==> src/rtl/video_pkg.sv <==
// Shared video constants and the line-sequencer state encoding,
// also used by the timing generator.
package video_pkg;
   localparam int V_ACTIVE = 480;
   localparam int LINE_W   = 10;

   typedef enum logic [2:0] {IDLE, L0, L1, SPR, DONE} seq_state_t;
endpackage

==> src/rtl/video_line_sequencer.sv <==
// Per-scanline render scheduler: picks the next line on each boundary, flips the
// line buffer, and runs layer0 -> layer1 -> sprites over the shared VRAM port.
module video_line_sequencer
   import video_pkg::*;
#(
   parameter int V_ACTIVE_P = V_ACTIVE,
   parameter int LINE_W_P   = LINE_W
) (
   input  logic                clk,
   input  logic                rst_n,
   input  logic                next_frame,
   input  logic                next_line,
   input  logic                layer0_en,
   input  logic                layer1_en,
   input  logic                sprites_en,
   input  logic                l0_done,
   input  logic                l1_done,
   input  logic                spr_done,
   output logic                l0_start,
   output logic                l1_start,
   output logic                spr_start,
   output logic                render_abort,
   output logic [LINE_W_P-1:0] render_line,
   output logic                linebuf_sel,
   output logic                busy,
   output logic                overrun,
   output logic                overrun_sticky
);

   seq_state_t          state, tgt, boundary_stage;
   logic [2:0]          en_q;
   logic [LINE_W_P-1:0] line_nxt;
   logic                done_acc, launch;

   // First enabled stage strictly after cur; en = {layer0, layer1, sprites}.
   function automatic seq_state_t next_stage(input logic [2:0] en, input seq_state_t cur);
      seq_state_t r;
      r = DONE;
      case (cur)
         L0:      r = en[1] ? L1 : (en[0] ? SPR : DONE);
         L1:      r = en[0] ? SPR : DONE;
         SPR:     r = DONE;
         default: r = en[2] ? L0 : (en[1] ? L1 : (en[0] ? SPR : DONE));
      endcase
      return r;
   endfunction

   assign busy = (state == L0) || (state == L1) || (state == SPR);

   always_comb begin
      line_nxt = next_frame ? '0 : ((&render_line) ? render_line : render_line + 1'b1);
      boundary_stage = (int'(line_nxt) < V_ACTIVE_P)
                     ? next_stage({layer0_en, layer1_en, sprites_en}, IDLE) : DONE;
      // A done in the cycle its start is pulsed belongs to the previous request.
      case (state)
         L0:      done_acc = l0_done  && !l0_start;
         L1:      done_acc = l1_done  && !l1_start;
         SPR:     done_acc = spr_done && !spr_start;
         default: done_acc = 1'b0;
      endcase
      launch = next_line || done_acc;
      if (next_line)     tgt = boundary_stage;
      else if (done_acc) tgt = next_stage(en_q, state);
      else               tgt = state;
   end

   always_ff @(posedge clk or negedge rst_n) begin
      if (!rst_n) begin
         state          <= IDLE;
         en_q           <= '0;
         render_line    <= LINE_W_P'(V_ACTIVE_P);
         linebuf_sel    <= 1'b0;
         l0_start       <= 1'b0;
         l1_start       <= 1'b0;
         spr_start      <= 1'b0;
         render_abort   <= 1'b0;
         overrun        <= 1'b0;
         overrun_sticky <= 1'b0;
      end else begin
         state        <= tgt;
         l0_start     <= launch && (tgt == L0);
         l1_start     <= launch && (tgt == L1);
         spr_start    <= launch && (tgt == SPR);
         render_abort <= next_line && busy;
         overrun      <= next_line && busy;
         if (next_line) begin
            render_line <= line_nxt;
            linebuf_sel <= ~linebuf_sel;
            en_q        <= {layer0_en, layer1_en, sprites_en};
            // An overrun on the frame boundary itself stays visible.
            if (busy)            overrun_sticky <= 1'b1;
            else if (next_frame) overrun_sticky <= 1'b0;
         end
      end
   end

endmodule
==> config.mk <==
export PLATFORM = sky130hd
export DESIGN_NAME = video_line_sequencer
export DESIGN_NICKNAME = d
export VERILOG_FILES = /design/src/rtl/video_pkg.sv /design/src/rtl/video_line_sequencer.sv
export SDC_FILE = /design/constraint.sdc
export NUM_CORES = 1
export LEC_CHECK = 0
export ABC_CLOCK_PERIOD_IN_PS = 6400
export CAP_MARGIN = 0
export CELL_PAD_IN_SITES_DETAIL_PLACEMENT = 0
export CELL_PAD_IN_SITES_GLOBAL_PLACEMENT = 1
export CORE_ASPECT_RATIO = 0.8
export CORE_MARGIN = 2
export CORE_UTILIZATION = 40
export CTS_CLUSTER_SIZE = 10
export DETAILED_ROUTE_END_ITERATION = 8
export PLACE_DENSITY = 0.85
export SYNTH_ARGS = -nofsm -noshare
export SYNTH_HDL_FRONTEND = slang
export SYNTH_SLANG_ARGS = --single-unit
==> constraint.sdc <==
create_clock -name clk -period 6.4 [get_ports clk]
set_input_delay 1.28 -clock clk [delete_from_list [all_inputs] [get_ports clk]]
set_output_delay 1.28 -clock clk [all_outputs]
set_load 0.1 [all_outputs]
==> metrics.txt <==
vias in the first global route=952; hold endpoint=linebuf_sel; Routed Antenna Nets=0; grt ovf=0; final hold slack=0.480 ns; Area Growth Syn to Fin=25.6%; clock sink count=21; gr usage total=0.166; total number of H-tree levels=1; flops & latches, synth=21; # resized after CTS=0; Yosys cell types=47; CP endpoint kind=output port; Hold Path Class=flop to flop; Max Cap Viol=0; ys flop type=dfrtp_1; register area share after synthesis=0.428; worst-path fanout max=8; startpoint types=flop; Max Transition Viols Final=0; die width=66.2 um; total power draw=0.000394 W; RePlAce Congestion=0.866; status=finished, final reports clean; async set or reset register ratio after synthesis=1.00; # setup viols final=0; Cells after Synth=127; CTS tree=yes; die area=3560 um^2; Final Critical Period=3.31 ns; Initial Util=0.410; initial antenna violation count=0; Inserted Clock Buffers=3; slowest stage delay, CP=1.14 ns; Worst Tran Pin Value=0.973 ns; Post-CTS Setup Inserts=0; largest net degree at the start of global routing=28; CTS Root Cell=clkbuf_8; critical path required time=5.12 ns; Die Y=53.8 um; mean area per synthesized cell=9.75 um^2; hpwl dp=1950 um; hold path startpoint=linebuf_sel; clock-pin slew on the worst setup and hold paths=0.07 ns; Residual DRC=0; number of flops mapped to enable cells by yosys=0; # IOs=28; synthesized cell area=1240 um^2; nets=163; crit-path most repeated cell=nor2_1; Initial DRT Pass Iterations=4; Crit Path Class=flop to output port; clock latency on the worst-skew pair=0.26 ns; diode count=0; setup TNS=0 ns; final worst-path cycle share=0.517; Max VDD drop=0.181 mV; Vias/cell=5.65; Hold Path Cell Cnt=1; Max transition margin=0.349; core area=3020 um^2; wire per inst=14.0 um; flop2flop setup slack=4.01 ns; RSZ-0062 raised after global routing=no; Peak Freq=302 MHz; first-pass GRT wire length=4350 um; Filler cells=283; Core Rows=18; final wirelength=2670 um; pwr dens=253 nW/um^2; Yosys Warn Count=0; port bufs=27; R2R Path End=spr_start; worst r2r src=render_line[0]; fraction of layout cells with a size suffix above 1=0.159; cts hold-fix bufs=0; Cell Chain, Critical Path=nor2_1 -> nor2_1 -> clkdlybuf4s50_1; Iteration-0 DRC Markers=58; total number of vias=1080; final hold viol count=0; P_leak=0.606 nW; slowest CP cell=clkdlybuf4s50_1; clk_skew=0.00297 ns; Worst Reg2Reg Path Length in Cells=8; crit path DAT=2.03 ns; CTS Buffer Depth=2; syn_nets=138
stage by stage:
step           cells  cell area (um^2)  worst slack, ns   util
3_3_place_gp     187              1510             2.97  0.500
4_1_cts          191              1560             3.08  0.515
5_1_grt          191              1560             2.94  0.515
3_5_place_dp     187              1510             2.95  0.500
2_1_floorplan    127              1240             3.38      -
6_report         191              1560             3.09  0.515
power breakdown:
part	internal [W]	total, W	leakage, nW	switching (W)
sequential	0.000146	0.000159	0.259	0.0000133
combinational	0.0000403	0.000149	0.324	0.000109
clock	0.0000443	0.0000856	0.0228	0.0000413
total	0.000230	0.000394	0.606	0.000164
synth_stat cells (all sizes together) (4+ instances only):
cell type / instances / share of area
nand3: 5 / 0.020
a21o: 4 / 0.025
dfrtp: 17 / 0.34
dfstp: 4 / 0.085
nor2: 8 / 0.024
inv: 4 / 0.012
a21oi: 13 / 0.053
o21ai: 12 / 0.048
buf: 4 / 0.030
nand2: 5 / 0.015
and3: 4 / 0.025
metal layers:
metal	vias to the layer above	global-route usage	routed length (um)	part of all wire
met5	-	0	0	0
met4	0	0.0408	19	0.0071
met3	2	0.0439	99	0.037
met2	28	0.253	1200	0.45
met1	526	0.235	1350	0.51
li1	524	-	-	-
final cells by class:
cell class	instances	area [um^2]	area share
multi-input cells	95	644	0.414
flip-flops and latches	21	531	0.341
repair buffers	27	270	0.174
well taps	40	50.0	0.0322
clock buffers	4	45.0	0.0290
inverters	4	15.0	0.00965
worst max-delay path by stage:
| stage | from | endpoint | slack (ns) | cells past startpoint |
|---|---|---|---|---|
| 6_report | state[1] | busy | 3.09 | 3 |
| 5_1_grt | state[1] | busy | 2.94 | 3 |
| 4_1_cts | state[1] | busy | 3.08 | 3 |
| 3_5_place_dp | next_line | spr_start | 2.95 | 5 |
| 3_3_place_gp | next_line | l0_start | 2.97 | 5 |
| 2_1_floorplan | state[1] | busy | 3.38 | 2 |
layout by cell type (no fill, tap or decap), types with 3 or more instances in the layout:
cell type        count
a211oi_1             3
a21o_1               3
a21oi_1             13
clkbuf_8             3
clkdlybuf4s50_1     27
dfrtp_1             17
dfstp_2              4
inv_1                4
mux2_2               3
nand2_1              5
nand3_1              5
nor2_1               8
nor3_1               3
o21ai_0             11
cell families (layout without fill, tap and decap cells):
logic type	after synthesis	in the layout	share of synthesized area
DFF	21	21	0.428
muxes	4	4	0.0354
AOI/OAI and AO/OA	45	45	0.236
xor gates and xnor gates	1	1	0.00707
adders and majority gates	1	1	0.0101
buffers and inverters	11	35	0.0515
and+or+nand+nor	44	44	0.231
flip-flops by register name, summed over array words and instances, names as in the netlist:
signal	cells
spr_start	1
l0_start	1
linebuf_sel	1
render_line	10
state	3
l1_start	1
overrun_sticky	1
en_q	2
overrun	1
critical path: cells and delay by family, from the launching register on:
| kind | cells | cell delay (ns) |
|---|---|---|
| and+or+nand+nor | 2 | 0.18 |
| buffers and inverters | 1 | 1.14 |
| DFF | 1 | 0.45 |
Note: power is estimated with default switching activity, not from simulation.
